**src/rtl/apb_regbank_pkg.sv**
```systemverilog
// Shared types and helpers for the APB register bank and future APB peripherals.
package apb_regbank_pkg;

  typedef enum logic [0:0] {
    StIdle   = 1'b0,
    StAccess = 1'b1
  } state_e;

  localparam int unsigned CNT_W     = 4;
  // Upper bound on register count that is_err can decode.
  localparam int unsigned MAX_IDX_W = 8;
  localparam int unsigned MAX_REGS  = 1 << MAX_IDX_W;

  function automatic logic is_err(input int unsigned         idx,
                                  input logic                write,
                                  input logic [MAX_REGS-1:0] ro_mask,
                                  input int unsigned         nregs);
    if (idx >= nregs) begin
      return 1'b1;
    end
    return write & ro_mask[idx[MAX_IDX_W-1:0]];
  endfunction

endpackage

```
**src/rtl/apb_regbank_if.sv**
```systemverilog
// APB3 bus bundle between a master and the register bank.
interface apb_regbank_if #(
  parameter int unsigned AWIDTH = 4,
  parameter int unsigned DWIDTH = 8
) ();

  logic              psel;
  logic              penable;
  logic              pwrite;
  logic [AWIDTH-1:0] paddr;
  logic [DWIDTH-1:0] pwdata;
  logic [DWIDTH-1:0] prdata;
  logic              pready;
  logic              pslverr;

  modport master (
    output psel, penable, pwrite, paddr, pwdata,
    input  prdata, pready, pslverr
  );

  modport slave (
    input  psel, penable, pwrite, paddr, pwdata,
    output prdata, pready, pslverr
  );

endinterface

```
**src/rtl/apb_wait_ctr.sv**
```systemverilog
// Loadable down-counter with zero flag; saturates at zero.
module apb_wait_ctr
  import apb_regbank_pkg::*;
#(
  parameter int unsigned W = CNT_W
) (
  input  logic         clk_i,
  input  logic         rst_i,
  input  logic         load_i,
  input  logic [W-1:0] load_val_i,
  input  logic         dec_i,
  output logic [W-1:0] cnt_o,
  output logic         zero_o
);

  logic [W-1:0] cnt_q, cnt_d;

  always_comb begin
    cnt_d = cnt_q;
    if (load_i) begin
      cnt_d = load_val_i;
    end else if (dec_i && (cnt_q != '0)) begin
      cnt_d = cnt_q - 1'b1;
    end
  end

  always_ff @(posedge clk_i) begin
    if (rst_i) begin
      cnt_q <= '0;
    end else begin
      cnt_q <= cnt_d;
    end
  end

  assign cnt_o  = cnt_q;
  assign zero_o = (cnt_q == '0);

endmodule

```
**src/rtl/apb_regbank.sv**
```systemverilog
// APB3 slave register bank with wait states, error responses and per-register write strobes.
module apb_regbank
  import apb_regbank_pkg::*;
#(
  parameter int unsigned             AWIDTH      = 4,
  parameter int unsigned             DWIDTH      = 8,
  parameter int unsigned             NREGS       = 8,
  parameter int unsigned             WAIT_CYCLES = 0,
  parameter logic [NREGS-1:0]        RO_MASK     = '0,
  parameter logic [NREGS*DWIDTH-1:0] RST_VAL     = '0
) (
  input  logic                    pclk,
  input  logic                    preset,
  apb_regbank_if.slave            bus,
  input  logic [NREGS*DWIDTH-1:0] status_i,
  output logic [NREGS*DWIDTH-1:0] ctrl_o,
  output logic [NREGS-1:0]        wr_pulse_o
);

  localparam logic [MAX_REGS-1:0] RoMaskExt = MAX_REGS'(RO_MASK);
  localparam logic [CNT_W-1:0]    WaitLoad  = CNT_W'(WAIT_CYCLES);

  state_e              state_q, state_d;
  logic [AWIDTH-1:0]   addr_q;
  logic                write_q;
  logic [DWIDTH-1:0]   wdata_q;
  logic                setup, dec, cnt_zero;
  logic [CNT_W-1:0]    cnt;
  logic                pready, err, commit;
  logic [DWIDTH-1:0]   rdata;
  logic [DWIDTH-1:0]   regs_q [NREGS];
  logic [NREGS-1:0]    pulse_d, wr_pulse_q;

  // A lone PENABLE in idle is a protocol violation and does not start a transfer.
  assign setup  = (state_q == StIdle) & bus.psel & ~bus.penable;
  assign pready = (state_q == StAccess) & bus.psel & bus.penable & cnt_zero;
  assign err    = is_err(32'(addr_q), write_q, RoMaskExt, NREGS);
  assign commit = pready & write_q & ~err;

  apb_wait_ctr #(
    .W (CNT_W)
  ) u_wait_ctr (
    .clk_i      (pclk),
    .rst_i      (preset),
    .load_i     (setup),
    .load_val_i (WaitLoad),
    .dec_i      (dec),
    .cnt_o      (cnt),
    .zero_o     (cnt_zero)
  );

  always_comb begin
    state_d = state_q;
    dec     = 1'b0;
    unique case (state_q)
      StIdle: begin
        if (setup) state_d = StAccess;
      end
      StAccess: begin
        if (!bus.psel) begin
          state_d = StIdle;
        end else if (!cnt_zero) begin
          dec = 1'b1;
        end else if (bus.penable) begin
          state_d = StIdle;
        end
      end
    endcase
  end

  always_ff @(posedge pclk) begin
    if (preset) begin
      state_q <= StIdle;
      addr_q  <= '0;
      write_q <= 1'b0;
      wdata_q <= '0;
    end else begin
      state_q <= state_d;
      if (setup) begin
        addr_q  <= bus.paddr;
        write_q <= bus.pwrite;
        wdata_q <= bus.pwdata;
      end
    end
  end

  always_comb begin
    pulse_d = '0;
    rdata   = '0;
    for (int unsigned i = 0; i < NREGS; i++) begin
      if (32'(addr_q) == i) begin
        pulse_d[i] = commit;
        rdata      = RO_MASK[i] ? status_i[i*DWIDTH +: DWIDTH] : regs_q[i];
      end
    end
  end

  // Strobe and register update share the completing edge so they appear together.
  always_ff @(posedge pclk) begin
    if (preset) begin
      wr_pulse_q <= '0;
      for (int unsigned i = 0; i < NREGS; i++) begin
        regs_q[i] <= RST_VAL[i*DWIDTH +: DWIDTH];
      end
    end else begin
      wr_pulse_q <= pulse_d;
      for (int unsigned i = 0; i < NREGS; i++) begin
        if (pulse_d[i]) regs_q[i] <= wdata_q;
      end
    end
  end

  always_comb begin
    ctrl_o = '0;
    for (int unsigned i = 0; i < NREGS; i++) begin
      ctrl_o[i*DWIDTH +: DWIDTH] = RO_MASK[i] ? '0 : regs_q[i];
    end
  end

  assign wr_pulse_o  = wr_pulse_q;
  assign bus.pready  = pready;
  assign bus.pslverr = pready & err;
  assign bus.prdata  = (pready & ~write_q) ? rdata : '0;

endmodule

```
**src/flat_wrapper.sv**
```systemverilog
// flat-port wrapper written by rule: the top's interface ports become plain ports
module apb_regbank_flat import apb_regbank_pkg::*;
#(
  parameter int unsigned             AWIDTH      = 4,
  parameter int unsigned             DWIDTH      = 8,
  parameter int unsigned             NREGS       = 8,
  parameter int unsigned             WAIT_CYCLES = 0,
  parameter logic [NREGS-1:0]        RO_MASK     = '0,
  parameter logic [NREGS*DWIDTH-1:0] RST_VAL     = '0
)
  (pclk, preset, status_i, ctrl_o, wr_pulse_o, bus_psel, bus_penable, bus_pwrite, bus_paddr, bus_pwdata, bus_prdata, bus_pready, bus_pslverr);
  apb_regbank_if #(.AWIDTH(AWIDTH), .DWIDTH(DWIDTH)) bus_i ();
  input  logic pclk;
  input  logic preset;
  input  logic [NREGS*DWIDTH-1:0] status_i;
  output logic [NREGS*DWIDTH-1:0] ctrl_o;
  output logic [NREGS-1:0] wr_pulse_o;
  input wire logic [$bits(bus_i.psel)-1:0] bus_psel;
  input wire logic [$bits(bus_i.penable)-1:0] bus_penable;
  input wire logic [$bits(bus_i.pwrite)-1:0] bus_pwrite;
  input wire logic [$bits(bus_i.paddr)-1:0] bus_paddr;
  input wire logic [$bits(bus_i.pwdata)-1:0] bus_pwdata;
  output wire logic [$bits(bus_i.prdata)-1:0] bus_prdata;
  output wire logic [$bits(bus_i.pready)-1:0] bus_pready;
  output wire logic [$bits(bus_i.pslverr)-1:0] bus_pslverr;
  assign bus_i.psel = bus_psel;
  assign bus_i.penable = bus_penable;
  assign bus_i.pwrite = bus_pwrite;
  assign bus_i.paddr = bus_paddr;
  assign bus_i.pwdata = bus_pwdata;
  assign bus_prdata = bus_i.prdata;
  assign bus_pready = bus_i.pready;
  assign bus_pslverr = bus_i.pslverr;
  apb_regbank #(.AWIDTH(AWIDTH), .DWIDTH(DWIDTH), .NREGS(NREGS), .WAIT_CYCLES(WAIT_CYCLES), .RO_MASK(RO_MASK), .RST_VAL(RST_VAL)) u_core (.pclk(pclk), .preset(preset), .bus(bus_i), .status_i(status_i), .ctrl_o(ctrl_o), .wr_pulse_o(wr_pulse_o));
endmodule
```
**config.mk**
```make
export PLATFORM = sky130hd
export DESIGN_NAME = apb_regbank_flat
export DESIGN_NICKNAME = d
export VERILOG_FILES = /design/src/rtl/apb_regbank_pkg.sv /design/src/rtl/apb_regbank_if.sv /design/src/rtl/apb_wait_ctr.sv /design/src/rtl/apb_regbank.sv /design/src/flat_wrapper.sv
export SDC_FILE = /design/constraint.sdc
export NUM_CORES = 1
export LEC_CHECK = 0
export ABC_AREA = 0
export CAP_MARGIN = 20
export CORE_MARGIN = 3
export CORE_UTILIZATION = 43
export CTS_CLUSTER_DIAMETER = 150
export CTS_CLUSTER_SIZE = 12
export DETAILED_ROUTE_END_ITERATION = 8
export PLACE_DENSITY = 0.89
export SLEW_MARGIN = 20
export SYNTH_ARGS = -nofsm -noshare
export SYNTH_HDL_FRONTEND = slang
export SYNTH_SLANG_ARGS = --single-unit
```
**constraint.sdc**
```tcl
create_clock -name pclk -period 3.1 [get_ports pclk]
set_clock_uncertainty 0.2 [all_clocks]
set_input_delay 0.62 -clock pclk [delete_from_list [all_inputs] [get_ports pclk]]
set_output_delay 0.62 -clock pclk [all_outputs]
set_load 0.01 [all_outputs]
```
# Yosys cells after proc, flatten, opt, wreduce, memory -nomap -nowiden

Memories as Yosys holds them, arrays and structs flattened. A register that Yosys moved wholly into a read port is not among the register bits.
Cells that the tools add are included.

Add/sub/neg operators: 1
Order comparisons: 2
Equal/unequal tests: 7
Multiplexer cells: 65
Bitwise logic cells: 22
Reductions and logical operators: 5

Operators by type and width:

| kind                  | count |
|---|---|
| $mux W8               | 17 |
| $mux W1               | 45 |
| $eq A4 B3 Y1 const B  | 4 |
| $and A1 B1 Y1         | 10 |
| $lt A4 B9 Y1 const B  | 1 |
| $eq A4 B2 Y1 const B  | 2 |
| $logic_not A4 Y1      | 2 |
| $mux W4               | 2 |
| $or A1 B1 Y1          | 8 |
| $eq A4 B1 Y1 const B  | 1 |
| $ge A4 B4 Y1 const B  | 1 |
| $not A1 Y1            | 4 |
| $reduce_bool A4 Y1    | 1 |
| $sub A4 B1 Y4 const B | 1 |
| $pmux W1 S2           | 1 |
| $reduce_or A2 Y1      | 1 |
| $logic_and A1 B1 Y1   | 1 |

Bits in registers: 26
Bits in writable memories: 64
Memory bits (read-only): 16
Input bits: 81
Output and inout bits: 82
Logic and storage cells: 110
Memories kept: 2

Memory list:

| memory          | depth | width | rd ports | clocked after Yosys merged registers in | wr ports | RTL line              | RTL |
|---|---|---|---|---|---|---|---|
| u_core.regs_q   | 8     | 8     | 8        | 0                                       | 8        | apb_regbank.sv:31     | `logic [DWIDTH-1:0] regs_q [NREGS];` |
| (no name shown) | 16    | 1     | 1        | 1                                       | 0        | apb_regbank_pkg.sv:21 | `return write & ro_mask[idx[MAX_IDX_W-1:0]];` |

# Logic depth before layout (Yosys ltp)

Gate-level depths: netlist of run 1.

Word-level depth: 11
Mapped depth: 7
Mapped depth without buffers: 6

# Cells and area by module

A second synthesis of run 1 with hierarchy kept.

Cell total of the unflattened synthesis: 348
Area total of the unflattened synthesis: 3986.3 sq um

Modules (own cells, without submodules):

| module       | instances | cells an instance | area each (sq um) | seq. area each (sq um) |
|---|---|---|---|---|
| apb_regbank  | 1         | 319               | 3723.6            | 2362.3 |
| apb_wait_ctr | 1         | 29                | 262.8             | 80.1 |

# Least setup slack after synthesis of run 1

No wires, ideal clock.

Path kind: register to output
Start: register u_core.u_wait_ctr.cnt_q[0], in the netlist u_core.u_wait_ctr.cnt_o[0]
End: output bus_prdata[3]
Data arrival time: 1.931 ns
Data required time: 2.280 ns
Path slack: 0.349 ns
Stages on the path, launching flop included: 8
Cells stage by stage: dfxtp_1 > inv_1 > ha_1 > or3b_1 > buf_2 > nor3_4 > nand2b_1 > a2111oi_0

Word-level cells in the longest chain between the ends: 4

Ends and longest elaborated chain:

| what                   | RTL line           | RTL |
|---|---|---|
| from (decl)            | apb_wait_ctr.sv:16 | `logic [W-1:0] cnt_q, cnt_d;` |
| from (signal assigned) | apb_wait_ctr.sv:31 | `cnt_q <= cnt_d;` |
| $logic_not A4 Y1       | apb_wait_ctr.sv:36 | `assign zero_o = (cnt_q == '0);` |
| $and A1 B1 Y1          | apb_regbank.sv:36  | `assign pready = (state_q == StAccess) & bus.psel & bus.penable & cnt_zero;` |
| $and A1 B1 Y1          | apb_regbank.sv:123 | `assign bus.prdata = (pready & ~write_q) ? rdata : '0;` |
| $mux W8                | apb_regbank.sv:123 |  |
| to (decl)              | flat_wrapper.sv:23 | `output wire logic [$bits(bus_i.prdata)-1:0] bus_prdata;` |

Every way passes these cells.

# Final worst setup path of run 1

Start: input bus_psel
End: output bus_prdata[6]

Word-level cells in the longest chain between the ends: 5

Ends and longest elaborated chain:

| what                       | RTL line           | RTL |
|---|---|---|
| from (decl)                | flat_wrapper.sv:18 | `input wire logic [$bits(bus_i.psel)-1:0] bus_psel;` |
| $and A1 B1 Y1 (3 in a row) | apb_regbank.sv:36  |  |
| $and A1 B1 Y1              | apb_regbank.sv:123 |  |
| $mux W8                    | apb_regbank.sv:123 |  |

Every way passes these cells.

==> results of run 1 <==
## critical path, delay by kind of cell
kind            cells  cell delay, ns
simple gates        3            0.45
compound gates      1            0.21
buf+inv             3            0.93
## power groups by stage
stage                     logic, mW  registers, mW  clock network, mW
after floorplan              0.0999           1.39                  0
after global placement        0.244           1.38                  0
after detailed placement      0.250           1.38                  0
after CTS                     0.252           1.35              0.769
after global routing          0.269           1.36              0.818
final                         0.253           1.35              0.760
## area by class of cell
type / instances / area [um^2]
Fill cell: 668 / 3376
Timing Repair Buffer: 127 / 1214
Sequential cell: 90 / 2442
Inverter: 15 / 56.30
Tap cell: 108 / 135.1
Multi-Input combinational cell: 222 / 1354
Clock buffer: 11 / 131.4
Clock inverter: 5 / 55.05
## cell families (layout without fill, tap and decap cells)
group,Yosys count,in the layout,share of synthesized area
AO/OA/AOI/OAI,46,46,0.07251
XOR/XNOR,3,3,0.006738
adder cells (fa/ha/maj),2,2,0.006415
buffers and inverters,32,158,0.03240
flip-flops,90,90,0.6262
multiplexers,17,17,0.06000
AND/OR/NAND/NOR,154,154,0.1957
## routing by layer
layer | GRT usage | share of wire | vias up
met5 | 0 | 0 | -
li1 | - | - | 1449
met2 | 0.3556 | 0.51 | 165
met4 | 0.09202 | 0.031 | 0
met3 | 0.05303 | 0.090 | 33
met1 | 0.2558 | 0.37 | 1520
## per-stage QoR
step | std cells | setup TNS [ns] | hold WS [ns] | setup slack [ns] | instance area [um^2]
3_3_place_gp | 561 | -1.098 | 0.2432 | -0.2297 | 5194
6_report | 578 | 0 | 0.2681 | 0.06826 | 5388
3_5_place_dp | 561 | -1.515 | 0.2556 | -0.2906 | 5194
2_1_floorplan | 344 | 0 | 0.2368 | 0.3493 | 3900
5_1_grt | 578 | 0 | 0.2887 | 0.003863 | 5388
4_1_cts | 578 | 0 | 0.2662 | 0.008001 | 5391
## sequential cells by signal (all words and copies together), names as in the netlist
| register | count |
|---|---|
| u_core.wr_pulse_o | 8 |
| u_core.write_q | 1 |
| u_core.u_wait_ctr.cnt_o | 4 |
| u_core.regs_q | 64 |
| u_core.state_q | 1 |
| u_core.addr_q | 4 |
| u_core.wdata_q | 8 |
## layout by cell type (no fill, tap or decap), types with 3 or more instances in the layout
cell	n
a21oi_1	18
nor2_1	64
mux4_2	5
o21ai_0	6
and2_1	3
buf_4	26
clkbuf_8	9
nor3_1	10
mux2i_1	11
edfxtp_1	64
nand3_2	5
inv_1	15
nand3_1	5
nand2_1	33
dlygate4sd2_1	3
dfxtp_1	26
clkdlybuf4s50_1	88
nand2b_1	16
buf_12	3
clkbuf_2	4
nor2b_1	4
o22ai_1	7
## final timing paths
kind	from	endpoint	slack (ns)	cells after the start
worst max-delay path	bus_psel	bus_prdata[6]	0.07	7
worst min-delay path	u_core.wdata_q[0]	u_core.wdata_q[0]	0.27	2
worst max register to register	u_core.u_wait_ctr.cnt_o[0]	u_core.regs_q[1][6]	0.42	7
worst min register to register	u_core.wdata_q[0]	u_core.wdata_q[0]	0.27	2
## synthesized netlist by cell type, types with 2 or more instances
cell type / number
nand2b_1: 18
xor2_1: 2
a2111oi_0: 2
o22ai_1: 7
nor3b_1: 2
buf_2: 5
mux2i_1: 11
a31oi_1: 2
a21oi_1: 19
nor3_1: 10
ha_1: 2
edfxtp_1: 64
nor2_1: 64
nor2b_1: 4
nor3_4: 2
and2_1: 3
nand3_2: 5
inv_1: 15
nand3_1: 5
nand2_1: 33
dfxtp_1: 26
clkbuf_1: 11
a21o_1: 2
o21ai_0: 6
mux4_2: 5
## what timing repair did
item / 4_1_cts / 5_1_grt
buffers inserted: 1 / 0
resized for setup: 19 / 12
pin swaps: 1 / 0
gates cloned: 0 / 0
hold buffers: 0 / 0
setup endpoints to repair: 10 / 7
==> results.json, run 1 <==
{
  "cp_slowest_cell": "clkdlybuf4s50_1",
  "syn_to_final_growth_pct": 38.15,
  "switchingPower_mw": 0.5468,
  "clock-sinks": 90,
  "worst_slew_pin_slew_ns": 0.4919,
  "synth.largest_area_cell": "edfxtp_1",
  "grt_pass1_vias": 3062,
  "comb_power_share": 0.107,
  "ant_nets": 0,
  "clockPowerShare": 0.321,
  "overflow": 0,
  "crit_required_ns": 2.28,
  "cp-end-kind": "output pin",
  "start_kind": "input pin",
  "hp-class": "reg2reg",
  "ys_ff_latch": 90,
  "max_cap_violations": 0,
  "finish.net_count": 548,
  "synth_cells": 344,
  "root_buffer": "clkbuf_8",
  "diodes": 0,
  "cts-buffers-inserted": 9,
  "firstDrtPassIters": 6,
  "p_seq_frac": 0.572,
  "io_buffers": 98,
  "path_clk_slew_ns": 0.08,
  "outcome": "finished, final reports clean",
  "worstPathMaxFanout": 4,
  "syn_area_per_cell_um2": 11.34,
  "start_util": 0.4450,
  "grt_antenna_before_repair": 0,
  "rsz0062_at_grt": "false",
  "synthFlopType": "edfxtp_1",
  "setup_violations": 0,
  "ys_warn_count": 0,
  "die_x_um": 101.2,
  "wl_per_cell_um": 18.54,
  "drcViolationCount": 0,
  "cp.arrival_ns": 2.21,
  "critPathKind": "in2out",
  "p_sw_frac": 0.2310,
  "fp.dieH_um": 101.2,
  "synth_edf_count": 64,
  "gp_congestion": 0.8626,
  "clock_path_buffers": 2,
  "clock_latency_ns": 0.35,
  "maxSlewViolCount": 0,
  "p_int_mw": 1.820,
  "synth_nets": 427,
  "layout-drive-gt1-share": 0.1468,
  "hold_viol": 0,
  "path_cells": "clkdlybuf4s50_1 > nand3_1 > nor3_4 > buf_4 > nand2b_4 > a311oi_1 > clkdlybuf4s15_1",
  "core.rowCount": 34,
  "period_share": 0.9780,
  "grt_max_degree": 43,
  "ys_types": 44,
  "post-route-util": 0.6148,
  "synthTopCellsByArea": "edfxtp_1, dfxtp_1, nor2_1",
  "relSlewSlack": 0.6721,
  "cts_tree": "built",
  "finalWirelength_um": 10720,
  "synth_seq_area_share": 0.6262,
  "synth_top_area_share": 0.4928,
  "pwr_density_cell_nw_per_um2": 439.3,
  "track_usage": 0.2107,
  "htreeDepth": 3,
  "async_flop_share": 0,
  "peakVddDrop_v": 0.0002451,
  "finalPower_mw": 2.367,
  "vias": 3167,
  "vias_per_cell": 5.479,
  "drt_iter0_markers": 282,
  "max_freq_mhz": 329.8,
  "io_pins": 163,
  "place_hpwl_um": 7902,
  "syn_area_um2": 3900,
  "die_area_um2": 10250,
  "leakage_nw": 1.923,
  "core_area_um2": 8763,
  "grt_pass1_wl_um": 16160,
  "fin_crit_ns": 3.032,
  "slowest_delay_ns": 0.50
}
Note: power is estimated with default switching activity, not from simulation.
==> run 2, diff against run 1 <==
- ABC_AREA: 0 -> not set
==> results of run 2 <==
The final DEF is identical to that of run 1; final timing and power are the same.
==> run 3, diff against run 2 <==
- CORE_UTILIZATION: 43 -> 44
- CTS_BUF_LIST: not set -> sky130_fd_sc_hd__clkbuf_4
- PLACE_DENSITY: 0.89 -> 0.9
- clock period: 3.1 -> 3 ns (I/O delays scaled with it)
==> results.json, run 3 (synthesis results as in run 1) <==
{
  "start_util": 0.4630,
  "clock_latency_ns": 0.42,
  "fp.dieH_um": 100.1,
  "pwr_density_cell_nw_per_um2": 428.8,
  "clock_path_buffers": 2,
  "cp_slowest_cell": "or3b_4",
  "switchingPower_mw": 0.5396,
  "path_cells": "inv_2 > ha_4 > or3b_4 > nor3_4 > buf_6 > o21ai_2 > a31oi_1 > buf_2",
  "tns_ns": -0.001372,
  "wl_per_cell_um": 18.01,
  "hold_buffers": 0,
  "largest_register_ffs": 64,
  "reg2regPathDepth": 9,
  "holdPathStages": 2,
  "grt_antenna_before_repair": 0,
  "start_kind": "flop",
  "crit_required_ns": 2.20,
  "finish.net_count": 553,
  "period_share": 1.000,
  "io_buffers": 98,
  "worstPathMaxFanout": 5,
  "leakage_nw": 1.945,
  "overflow": 0,
  "outcome": "finished with violations",
  "slowest_delay_ns": 0.40,
  "diodes": 0,
  "ant_nets": 0,
  "max_cap_violations": 0,
  "drt_iter0_markers": 237,
  "critPathKind": "reg2out",
  "clockPowerShare": 0.283,
  "root_buffer": "clkbuf_4",
  "failed_checks": "setup timing",
  "setup_violations": 1,
  "p_seq_frac": 0.603,
  "die_area_um2": 10030,
  "hp-class": "reg2reg",
  "worst_slew_pin_slew_ns": 0.6925,
  "place_ws_ns": -0.2873,
  "place_hpwl_um": 7853,
  "rsz0062_at_grt": "true",
  "p_int_mw": 1.780,
  "r2r_end": "u_core.regs_q[0][31]",
  "r2r_start": "u_core.u_wait_ctr.cnt_o[0]",
  "grt_pass1_vias": 3047,
  "post-route-util": 0.6423,
  "maxSlewViolCount": 0,
  "top_register": "u_core.regs_q",
  "hold_viol": 0,
  "grt_max_degree": 24,
  "firstDrtPassIters": 4,
  "core.rowCount": 33,
  "cts_tree": "built",
  "finalWirelength_um": 10450,
  "relSlewSlack": 0.5369,
  "holdWs_ns": 0.2642,
  "p_sw_frac": 0.2326,
  "fin_crit_ns": 3.001,
  "hold_start": "u_core.wdata_q[7]",
  "cts-buffers-inserted": 9,
  "cp.arrival_ns": 2.20,
  "layout_setup_ws_ns": -0.001372,
  "drcViolationCount": 0,
  "path_clk_slew_ns": 0.13,
  "peakVddDrop_v": 0.0002261,
  "min_delay_worst_endpoint": "u_core.wdata_q[7]",
  "vias_per_cell": 5.350,
  "final_common_cell": "clkdlybuf4s50_1",
  "vias": 3103,
  "layout-drive-gt1-share": 0.1874,
  "io_pins": 163,
  "htreeDepth": 3,
  "core_area_um2": 8423,
  "track_usage": 0.2106,
  "clock-sinks": 90,
  "grt_pass1_wl_um": 16000,
  "max_freq_mhz": 333.2,
  "syn_to_final_growth_pct": 38.72,
  "die_x_um": 100.1,
  "gp_congestion": 0.9123,
  "comb_power_share": 0.114,
  "mostFrequentLayoutCells": "clkdlybuf4s50_1, edfxtp_1, nor2_1",
  "reg2reg_slack_ns": 0.51,
  "cp-end-kind": "output pin"
}
==> run 3: changes by cell type in the layout (fill, tap and decap cells not counted), moves of 3 or more <==
cell,before,now
buf_2,0,7
buf_4,26,29
buf_6,0,4
clkbuf_2,4,0
clkbuf_4,0,12
clkbuf_8,9,0
dfxtp_1,26,23
dfxtp_2,0,3
o21ai_0,6,2
==> run 3: worst max path at each step <==
| stage | startpoint | end | slack (ns) | cells after the start |
|---|---|---|---|---|
| 2_1_floorplan | u_core.u_wait_ctr.cnt_o[0] | bus_prdata[3] | 0.27 | 7 |
| 3_3_place_gp | bus_psel | bus_prdata[3] | -0.28 | 6 |
| 3_5_place_dp | bus_psel | bus_prdata[3] | -0.29 | 6 |
| 4_1_cts | u_core.u_wait_ctr.cnt_o[0] | bus_prdata[3] | -0.08 | 7 |
| 5_1_grt | u_core.u_wait_ctr.cnt_o[0] | bus_prdata[0] | -0.13 | 8 |
| 6_report | u_core.u_wait_ctr.cnt_o[0] | bus_prdata[0] | -0.001 | 8 |
==> run 3: critical path: cells and delay by family (launching register included) <==
kind / cells / cell delay [ns]
compound gates: 2 / 0.23
fa+ha+maj: 1 / 0.12
buf+inv: 3 / 0.42
flops: 1 / 0.36
simple gates: 2 / 0.66
==> run 3: stage by stage <==
stage	cell area [um^2]	power, mW	cells
6_report	5410	2.320	580
5_1_grt	5410	2.392	580
4_1_cts	5346	2.323	579
3_5_place_dp	5207	1.685	562
3_3_place_gp	5207	1.677	562
2_1_floorplan	3900	1.536	344
==> run 3: power groups by stage <==
stage / clock, mW / sequential, mW / combinational [mW]
after floorplan: 0 / 1.43 / 0.103
after global placement: 0 / 1.42 / 0.254
after detailed placement: 0 / 1.43 / 0.260
after CTS: 0.663 / 1.40 / 0.263
after global routing: 0.704 / 1.40 / 0.284
final: 0.656 / 1.40 / 0.265
==> run 3: area by class of cell <==
cell class / instances / area, um^2
Fill cell: 658 / 3013
Timing Repair Buffer: 132 / 1236
Inverter: 15 / 56.30
Multi-Input combinational cell: 222 / 1406
Tap cell: 105 / 131.4
Clock buffer: 12 / 90.09
Sequential cell: 90 / 2446
Clock inverter: 4 / 43.79
==> run 3: metal layers <==
metal | track usage | vias up | part of all wire
li1 | - | 1456 | -
met1 | 0.2655 | 1492 | 0.39
met2 | 0.3481 | 135 | 0.51
met3 | 0.04795 | 20 | 0.082
met4 | 0.09223 | 0 | 0.022
met5 | 0 | - | 0
==> run 3: what timing repair did <==
| item | in CTS | in global routing |
|---|---|---|
| gates resized for setup | 45 | 20 |
| pin swaps | 1 | 2 |
| buffers inserted | 1 | 2 |
| endpoints found under the setup margin | 10 | 8 |
